[src/rtl/rr_grant_encoder_ctrl_pkg.sv]
// Shared types and helpers for the round-robin grant encoder/sequencer.
// The encoder mirrors the 32-to-5 one-hot OR-tree used elsewhere in the datapath.
package rr_grant_encoder_ctrl_pkg;

  localparam int MAX_N    = 32;
  localparam int MAX_IDXW = 5;

  typedef enum logic [1:0] {
    IDLE  = 2'd0,
    OFFER = 2'd1,
    OWNED = 2'd2
  } state_e;

  // Index width for a requester count; a single-bit index is the floor.
  function automatic int idx_w(input int n);
    return (n <= 2) ? 1 : $clog2(n);
  endfunction

  // idx[k] is the OR of every one-hot bit whose position has bit k set.
  function automatic logic [MAX_IDXW-1:0] onehot_to_idx(input logic [MAX_N-1:0] oh);
    logic [MAX_IDXW-1:0] idx;
    idx = '0;
    for (int k = 0; k < MAX_IDXW; k++) begin
      for (int i = 0; i < MAX_N; i++) begin
        if (i[k]) idx[k] = idx[k] | oh[i];
      end
    end
    return idx;
  endfunction

endpackage

[src/rtl/rr_grant_encoder_ctrl_if.sv]
// Requester/consumer-facing bundle of the grant sequencer.
// The arbiter is the slave side; requester front-ends and the slot consumer are the master.
interface rr_grant_encoder_ctrl_if #(
  parameter int N    = 32,
  parameter int IDXW = $clog2(N)
);
  logic [N-1:0]    req;
  logic            grant_valid;
  logic            grant_ready;
  logic [N-1:0]    grant_onehot;
  logic [IDXW-1:0] grant_idx;
  logic            busy;
  logic            owner_release;
  logic            timeout;

  modport master (
    output req, grant_ready, owner_release,
    input  grant_valid, grant_onehot, grant_idx, busy, timeout
  );

  modport slave (
    input  req, grant_ready, owner_release,
    output grant_valid, grant_onehot, grant_idx, busy, timeout
  );
endinterface

[src/rtl/rr_grant_encoder_ctrl_prio_select.sv]
// Combinational rotating priority select: first set req bit at or after ptr, wrapping.
// Masked pass covers [ptr, N-1]; unmasked pass supplies the wrap into [0, ptr-1].
module rr_prio_select
  import rr_grant_encoder_ctrl_pkg::*;
#(
  parameter int N    = 32,
  parameter int IDXW = $clog2(N)
) (
  input  logic [N-1:0]    req,
  input  logic [IDXW-1:0] ptr,
  output logic [N-1:0]    onehot,
  output logic [IDXW-1:0] idx,
  output logic            any
);
  logic [N-1:0]        mask;
  logic [N-1:0]        masked;
  logic [N-1:0]        pick_m;
  logic [N-1:0]        pick_u;
  logic [MAX_N-1:0]    oh_wide;
  logic [MAX_IDXW-1:0] idx_wide;

  for (genvar i = 0; i < N; i++) begin : g_mask
    assign mask[i] = (IDXW'(i) >= ptr);
  end

  assign masked = req & mask;
  // x & -x isolates the lowest set bit.
  assign pick_m = masked & (-masked);
  assign pick_u = req & (-req);
  assign onehot = (|masked) ? pick_m : pick_u;
  assign any    = |req;

  assign oh_wide  = MAX_N'(onehot);
  assign idx_wide = onehot_to_idx(oh_wide);
  assign idx      = idx_wide[IDXW-1:0];

endmodule

[src/rtl/rr_grant_encoder_ctrl.sv]
// Round-robin arbiter/sequencer sharing one garbled-datapath slot among N requesters:
// selects, offers via valid/ready, then tracks ownership until release, drop or timeout.
module rr_grant_encoder_ctrl
  import rr_grant_encoder_ctrl_pkg::*;
#(
  parameter int N        = 32,
  parameter int IDXW     = $clog2(N),
  parameter int MAX_HOLD = 255,
  parameter int CNTW     = 8
) (
  input logic                   clk,
  input logic                   rst,
  rr_grant_encoder_ctrl_if.slave bus
);
  localparam logic [CNTW-1:0] HOLD_LAST = CNTW'(MAX_HOLD - 1);

  state_e          state, state_nxt;
  logic [IDXW-1:0] ptr, ptr_nxt;
  logic [CNTW-1:0] hold_cnt, hold_nxt;
  logic [N-1:0]    gnt_onehot;
  logic [IDXW-1:0] gnt_idx;
  logic            timeout_q, timeout_nxt;
  logic            load;

  logic [N-1:0]    sel_onehot;
  logic [IDXW-1:0] sel_idx;
  logic            sel_any;
  logic            req_held;

  rr_prio_select #(.N(N), .IDXW(IDXW)) u_sel (
    .req    (bus.req),
    .ptr    (ptr),
    .onehot (sel_onehot),
    .idx    (sel_idx),
    .any    (sel_any)
  );

  assign req_held = bus.req[gnt_idx];

  always_comb begin
    state_nxt   = state;
    ptr_nxt     = ptr;
    hold_nxt    = hold_cnt;
    timeout_nxt = 1'b0;
    load        = 1'b0;
    unique case (state)
      IDLE: begin
        if (sel_any) begin
          load      = 1'b1;
          state_nxt = OFFER;
        end
      end
      OFFER: begin
        // Withdrawal wins over acceptance and leaves ptr where it was.
        if (!req_held) begin
          state_nxt = IDLE;
        end else if (bus.grant_ready) begin
          state_nxt = OWNED;
          hold_nxt  = '0;
        end
      end
      OWNED: begin
        if (hold_cnt != '1) hold_nxt = hold_cnt + CNTW'(1);
        if (bus.owner_release || !req_held) begin
          state_nxt = IDLE;
          ptr_nxt   = gnt_idx + IDXW'(1);
        end else if (MAX_HOLD != 0 && hold_cnt == HOLD_LAST) begin
          state_nxt   = IDLE;
          ptr_nxt     = gnt_idx + IDXW'(1);
          timeout_nxt = 1'b1;
        end
      end
      default: state_nxt = IDLE;
    endcase
  end

  always_ff @(posedge clk) begin
    if (rst) begin
      state      <= IDLE;
      ptr        <= '0;
      hold_cnt   <= '0;
      gnt_onehot <= '0;
      gnt_idx    <= '0;
      timeout_q  <= 1'b0;
    end else begin
      state     <= state_nxt;
      ptr       <= ptr_nxt;
      hold_cnt  <= hold_nxt;
      timeout_q <= timeout_nxt;
      if (load) begin
        gnt_onehot <= sel_onehot;
        gnt_idx    <= sel_idx;
      end
    end
  end

  // Held grant registers are hidden while idle so the outputs read zero.
  assign bus.grant_valid  = (state == OFFER);
  assign bus.busy         = (state == OWNED);
  assign bus.grant_onehot = (state == IDLE) ? '0 : gnt_onehot;
  assign bus.grant_idx    = (state == IDLE) ? '0 : gnt_idx;
  assign bus.timeout      = timeout_q;

endmodule
[src/flat_wrapper.sv]
// flat-port wrapper written by rule: the top's interface ports become plain ports
module rr_grant_encoder_ctrl_flat import rr_grant_encoder_ctrl_pkg::*;
#(
  parameter int N        = 32,
  parameter int IDXW     = $clog2(N),
  parameter int MAX_HOLD = 255,
  parameter int CNTW     = 8
)
  (clk, rst, bus_req, bus_grant_ready, bus_owner_release, bus_grant_valid, bus_grant_onehot, bus_grant_idx, bus_busy, bus_timeout);
  rr_grant_encoder_ctrl_if #(.N(N), .IDXW(IDXW)) bus_i ();
  input logic clk;
  input logic rst;
  input wire logic [$bits(bus_i.req)-1:0] bus_req;
  input wire logic [$bits(bus_i.grant_ready)-1:0] bus_grant_ready;
  input wire logic [$bits(bus_i.owner_release)-1:0] bus_owner_release;
  output wire logic [$bits(bus_i.grant_valid)-1:0] bus_grant_valid;
  output wire logic [$bits(bus_i.grant_onehot)-1:0] bus_grant_onehot;
  output wire logic [$bits(bus_i.grant_idx)-1:0] bus_grant_idx;
  output wire logic [$bits(bus_i.busy)-1:0] bus_busy;
  output wire logic [$bits(bus_i.timeout)-1:0] bus_timeout;
  assign bus_i.req = bus_req;
  assign bus_i.grant_ready = bus_grant_ready;
  assign bus_i.owner_release = bus_owner_release;
  assign bus_grant_valid = bus_i.grant_valid;
  assign bus_grant_onehot = bus_i.grant_onehot;
  assign bus_grant_idx = bus_i.grant_idx;
  assign bus_busy = bus_i.busy;
  assign bus_timeout = bus_i.timeout;
  rr_grant_encoder_ctrl #(.N(N), .IDXW(IDXW), .MAX_HOLD(MAX_HOLD), .CNTW(CNTW)) u_core (.clk(clk), .rst(rst), .bus(bus_i));
endmodule
[config.mk]
export PLATFORM = sky130hd
export DESIGN_NAME = rr_grant_encoder_ctrl_flat
export DESIGN_NICKNAME = d
export VERILOG_FILES = /design/src/rtl/rr_grant_encoder_ctrl_pkg.sv /design/src/rtl/rr_grant_encoder_ctrl_if.sv /design/src/rtl/rr_grant_encoder_ctrl_prio_select.sv /design/src/rtl/rr_grant_encoder_ctrl.sv /design/src/flat_wrapper.sv
export SDC_FILE = /design/constraint.sdc
export NUM_CORES = 1
export LEC_CHECK = 0
export CELL_PAD_IN_SITES_DETAIL_PLACEMENT = 0
export CELL_PAD_IN_SITES_GLOBAL_PLACEMENT = 1
export CORE_ASPECT_RATIO = 2
export CORE_UTILIZATION = 39
export CTS_CLUSTER_DIAMETER = 50
export DETAILED_ROUTE_END_ITERATION = 6
export GPL_ROUTABILITY_DRIVEN = 0
export PLACE_DENSITY_LB_ADDON = 0.1
export SYNTH_ARGS = -nofsm -noshare
export SYNTH_HDL_FRONTEND = slang
export SYNTH_HIERARCHICAL = 1
export SYNTH_SLANG_ARGS = --single-unit
[constraint.sdc]
create_clock -name clk -period 3 [get_ports clk]
set_input_delay 0.3 -clock clk [delete_from_list [all_inputs] [get_ports clk]]
set_output_delay 0.3 -clock clk [all_outputs]
set_load 0.005 [all_outputs]
After elaboration in Yosys (flattened, before gate mapping)

Index checks and enable logic that the tools add are counted.
W data, S select, Z words.

Bits of input ports: 36
Logic and storage cells: 163
Bits in registers: 53

Equal/unequal tests: 10
Add/subtract/negate cells: 4
Reduce and logical (&&, ||, !) cells: 11
Mux-type cells: 20
Bitwise gates (word level): 79
$lt $le $gt $ge: 33

Operator list:

| operator              | count |
|---|---|
| $and A32 B32 Y32      | 3 |
| $ge A5 B5 Y1 const A  | 16 |
| $or A1 B1 Y1          | 75 |
| $mux W32              | 2 |
| $neg A32 Y32          | 2 |
| $reduce_or A32 Y1     | 2 |
| $ge A4 B5 Y1 const A  | 8 |
| $mux W8               | 3 |
| $ge A3 B5 Y1 const A  | 4 |
| $pmux W8 S2           | 1 |
| $mux W5               | 3 |
| $ge A1 B5 Y1 const A  | 2 |
| $ge A2 B5 Y1 const A  | 2 |
| $mux W2               | 5 |
| $add A8 B1 Y8 const B | 1 |
| $eq A8 B8 Y1 const B  | 1 |
| $ne A8 B8 Y1 const B  | 1 |
| $lt A5 B6 Y1 const B  | 1 |
| $ne A2 B1 Y1 const B  | 3 |
| $pmux W2 S3           | 1 |
| $add A5 B1 Y5 const B | 1 |
| $bmux W1 S5           | 1 |
| $mux W1               | 4 |
| $reduce_and A4 Y1     | 1 |
| 13 further kinds      | 14 |

Longest topological paths before layout

Depth after elaboration: 20
Mapped depth: 14
Depth with buffers taken out: 10

By module

The synthesis kept the hierarchy.

By module, submodules not included:

| module                | instances | cells an instance | area each (um^2) | sequential area each (um^2) |
|---|---|---|---|---|
| rr_grant_encoder_ctrl | 1         | 324               | 2650.0           | 1061.0 |
| rr_prio_select        | 1         | 291               | 1831.8           | 0.0 |

Worst setup path after synthesis

OpenSTA, ideal clock, no wires.

Path type: input -> register
Start point: in bus_req[6]
End point: reg u_core.gnt_onehot[9]
Required time: 2865 ps
Library setup time: 135 ps
Setup slack: 220 ps
Stages on the path: 9
Buffers on the path: 2
Data arrival time: 2645 ps
Path through: or4_1 nor2_1 nand3_1 or4b_2 and2_1 clkbuf_1 buf_1 nand2_1 a21oi_1

Elaborated cells between the ends (all ways): 10
Classes of those cells: add/sub: 2; mux: 3; bitwise: 3; reduce/logical: 2

RTL lines:

| item                 | line                                    | text |
|---|---|---|
| start, declared      | flat_wrapper.sv:13                      | `input wire logic [$bits(bus_i.req)-1:0] bus_req;` |
| $reduce_or A32 Y1    | rr_grant_encoder_ctrl_prio_select.sv:31 | `assign any = \|req;` |
| via u_core.sel_any   | rr_grant_encoder_ctrl.sv:27             | `logic sel_any;` |
| $mux W1              | rr_grant_encoder_ctrl.sv:48             | `if (sel_any) begin` |
| $mux W1              | rr_grant_encoder_ctrl.sv:46             | `unique case (state)` |
| end signal, assigned | rr_grant_encoder_ctrl.sv:91             | `gnt_onehot <= sel_onehot;` |
| end, declared        | rr_grant_encoder_ctrl.sv:20             | `logic [N-1:0] gnt_onehot;` |

The timed path passes the listed nets, and every way through them passes these cells.
A chain may end at the register's enable or synchronous reset.

Worst setup path after layout

Start point: reg u_core.ptr[0]
End point: reg u_core.gnt_idx[2]

Elaborated cells between the ends (all ways): 52
Classes of those cells: add/sub: 1; order compare: 32; mux: 1; bitwise: 17; reduce/logical: 1

RTL lines:

| item                                 | line                                    | text |
|---|---|---|
| start, declared                      | rr_grant_encoder_ctrl.sv:18             | `logic [IDXW-1:0] ptr, ptr_nxt;` |
| start signal, assigned               | rr_grant_encoder_ctrl.sv:87             | `ptr <= ptr_nxt;` |
| $ge A1 B5 Y1 (tied with other cells) | rr_grant_encoder_ctrl_prio_select.sv:23 | `assign mask[i] = (IDXW'(i) >= ptr);` |
| $and A32 B32 Y32 *                   | rr_grant_encoder_ctrl_prio_select.sv:26 | `assign masked = req & mask;` |
| $neg A32 Y32                         | rr_grant_encoder_ctrl_prio_select.sv:28 | `assign pick_m = masked & (-masked);` |
| $and A32 B32 Y32                     | rr_grant_encoder_ctrl_prio_select.sv:28 |  |
| $mux W32 *                           | rr_grant_encoder_ctrl_prio_select.sv:30 | `assign onehot = (\|masked) ? pick_m : pick_u;` |
| via u_core.sel_onehot[13]            | rr_grant_encoder_ctrl.sv:25             | `logic [N-1:0] sel_onehot;` |
| $or A1 B1 Y1 * (11 in a row)         | rr_grant_encoder_ctrl_pkg.sv:25         | `if (i[k]) idx[k] = idx[k] \| oh[i];` |
| via u_core.sel_idx[2]                | rr_grant_encoder_ctrl.sv:26             | `logic [IDXW-1:0] sel_idx;` |
| end signal, assigned                 | rr_grant_encoder_ctrl.sv:92             | `gnt_idx <= sel_idx;` |
| end, declared                        | rr_grant_encoder_ctrl.sv:21             | `logic [IDXW-1:0] gnt_idx;` |

The timed path passes the listed nets; every way through them passes the cells marked *.

==> run summary <==
logic gate share of total power -> 0.280
startpoint types -> register
most common cell after layout, fill and taps aside -> buf_4
Data required, critical path -> 3230 ps
# Max-Cap Violations -> 0
first-pass iteration count of the detailed router -> 5
synthesized flop and latch total -> 53
WL per Instance -> 19.1 um
library cells used by synthesis -> 84
Synth area leader -> dfxtp_1
P_leak -> 0.00248 uW
top cell type's share of synthesized area -> 0.237
power density cells -> 283 mW/mm^2
Peak VDD IR -> 0.331 mV
Most used DFF post-synth -> dfxtp_1
post-synth design cell area -> 0.00448 sq mm
crit path cell chain -> nand4b_1, o211a_1, or4_4, nor4_4, buf_4, nand3_4, o41ai_4, nor4_2, nand3b_1, nand2_1, a21oi_1
Initial Utilization -> 0.400
Crit. End Element -> register
Period minus WS final -> 2940 ps
Vias -> 5425
worst r2r path cells -> 11
clk slew on worst S/H paths -> 70 ps
vias per cell -> 5.81
worst reg2reg setup slack -> 60 ps
reg2reg start -> u_core/ptr[0]
# IOs -> 76
crit path from -> u_core/ptr[0]
setup TNS -> 0 ps
largest net degree at the start of global routing -> 40
Critical Path Sink -> u_core/gnt_idx[2]
final setup margin -> 61.6 ps
Crit path max-delay family -> simple AND/OR/NAND/NOR gates
Synth Instances -> 615
Skew-Pair Late Insertion Delay -> 300 ps
Worst-Margin Slew -> 576 ps
Final setup viols -> 0
Final Cell Area -> 0.00646 sq mm
first-pass GRT wire length -> 27.7 mm
sw power -> 564 uW
Fill cells -> 1108
final hold vios -> 0
status -> complete, no violations
internal power -> 1260 uW
Slowest-stage cell, CP -> or4_4
vias in the first global route -> 5290
final WL -> 17.9 mm
Synth Warn # -> 6
worst path bufs/invs -> 1
layout cell share with drive strength beyond 1 -> 0.242
Die Ht -> 154 um
nets -> 830
ANT cells -> 0
Slew headroom -> 0.614
commonest non-fill, non-tap cells in the layout -> buf_4 (130), nand2_1 (115), clkdlybuf4s50_1 (74), dfxtp_1 (48)
average size of a mapped cell -> 7.29 sq um
1st-iter DRT viols -> 385
TritonCTS buffer count -> 5
worst hold-check path type -> reg2reg
Clock power frac -> 0.313
Post-DP Area -> 0.00623 sq mm
# DRC -> 0
Root Driver -> clkbuf_16
RSZ-0062 raised after global routing -> false
H-tree depth -> 2
initial antenna violation count -> 0
clock skew -> 4.71 ps
period utilisation layout -> 0.979
gr usage total -> 0.304
sw frac -> 0.308
area of the multi-input gates -> 0.00321 sq mm
Max Root-Sink Buffers -> 2
achievable frequency -> 0.340 GHz
Crit path arrival time -> 3170 ps
Syn Nets -> 654
dpl ws -> -214 ps
Sequential Power Share -> 0.407
Post-DRT Antenna Nets -> 0
largest fanout on the critical path -> 6
Core Util, Final -> 0.576
Area growth, synth to finish -> 44.2%
fraction of registers with async set/reset -> 0
area of the core -> 0.0112 sq mm
RR Endpoint -> u_core/gnt_idx[2]
Die ar. -> 0.0120 sq mm
Levels on crit path -> 11
fin. max-slew vios -> 0
Post-synth EDFFs -> 0
sequential area share after synthesis -> 0.237
DPL Wire Length -> 14.5 mm
Die Width -> 77.8 um
CTS tree -> built
clock sink total -> 53
top cells by area, synth -> dfxtp_1 (24%), nand2_1 (9.6%), nor2b_1 (6.4%), a21oi_1 (5.2%), nand3_1 (2.8%)
site row count -> 55
Port Buf Inserts -> 75
WS Path Type -> reg2reg
GRT overflow -> 0
total area of sequential cells -> 0.00108 sq mm
slowest stage delay, CP -> 560 ps
final hold slack -> 450 ps
==> cell families (layout without fill, tap and decap cells) <==
kind of cell | count (synthesis) | count (layout) | share of synthesized area
simple gates | 336 | 336 | 0.405
fa+ha+maj | 3 | 3 | 0.00838
compound gates | 145 | 145 | 0.233
mux | 11 | 11 | 0.0388
xor+xnor | 9 | 9 | 0.0176
buf+inv | 58 | 235 | 0.0603
flops | 53 | 53 | 0.237
==> synth_stat cells, drive strengths merged, types with 5 or more instances <==
cell type,instances
o21ai,27
o31ai,6
o211ai,7
a31oi,5
o211a,5
a211oi,7
nor2,32
mux4,5
nand4,17
and3,8
and2,6
nor2b,46
nand2b,6
a31o,5
a21oi,48
nand3,26
dfxtp,53
nor3,21
or4,6
nor4,17
o22ai,5
mux2i,5
nand4b,6
nand2,116
clkbuf,17
xnor2,5
and4b,5
buf,22
inv,19
==> layer usage <==
layer	part of all wire	vias up	wire length, um	GRT usage
met2	0.51	232	9040	0.540
met3	0.041	83	728	0.0226
met4	0.089	0	1590	0.252
met5	0	-	0	0
met1	0.36	2508	6490	0.319
li1	-	2602	-	-
==> sequential cells by signal, summed over array words and instances, names as in the netlist <==
register,flops
u_core/gnt_onehot,32
u_core/hold_cnt,8
u_core/bus.timeout,1
u_core/gnt_idx,5
u_core/ptr,5
u_core/state,2
==> repair_timing <==
item                                    CTS  global route
buffers inserted                          0             2
hold buffers                              0             0
pin swaps                                 0             5
endpoints found under the setup margin    7             5
gates resized for setup                   6            16
gates cloned                              0             0
==> stage by stage <==
step	power, uW	instances
after floorplan	1000	615
after global placement	1260	924
after detailed placement	1270	924
after CTS	1840	932
after global routing	1900	934
final	1830	934
==> cell type report <==
cell class / instances / area share
well taps: 142 / 0.0275
inverters: 19 / 0.0110
repair buffers: 208 / 0.277
clock inverters: 1 / 0.00116
flip-flops and latches: 53 / 0.167
clock buffers: 7 / 0.0205
multi-input cells: 504 / 0.496
==> worst register-to-register path: cells and delay by family, from the launching register on <==
family,cells,cell delay [ps]
simple gates,7,1460
compound gates,3,740
flops,1,480
buf+inv,1,190
==> power by group through the flow <==
stage          Combinational (uW)  Clock [uW]  Sequential (uW)
2_1_floorplan                 259           0              741
3_3_place_gp                  499           0              761
3_5_place_dp                  505           0              761
4_1_cts                       506         586              745
5_1_grt                       554         605              745
6_report                      513         572              744
==> worst min-delay path by stage <==
stage / startpoint / endpoint / cells past startpoint
floorplan: u_core/gnt_onehot[0] / u_core/gnt_onehot[0] / 2
finish: u_core/gnt_onehot[0] / u_core/gnt_onehot[0] / 2
global placement: u_core/gnt_onehot[31] / u_core/gnt_onehot[31] / 2
global route: u_core/gnt_onehot[4] / u_core/gnt_onehot[4] / 2
detailed placement: u_core/gnt_onehot[13] / u_core/gnt_onehot[13] / 2
CTS: u_core/gnt_onehot[13] / u_core/gnt_onehot[13] / 2
Power figures use the tool's default switching activity.
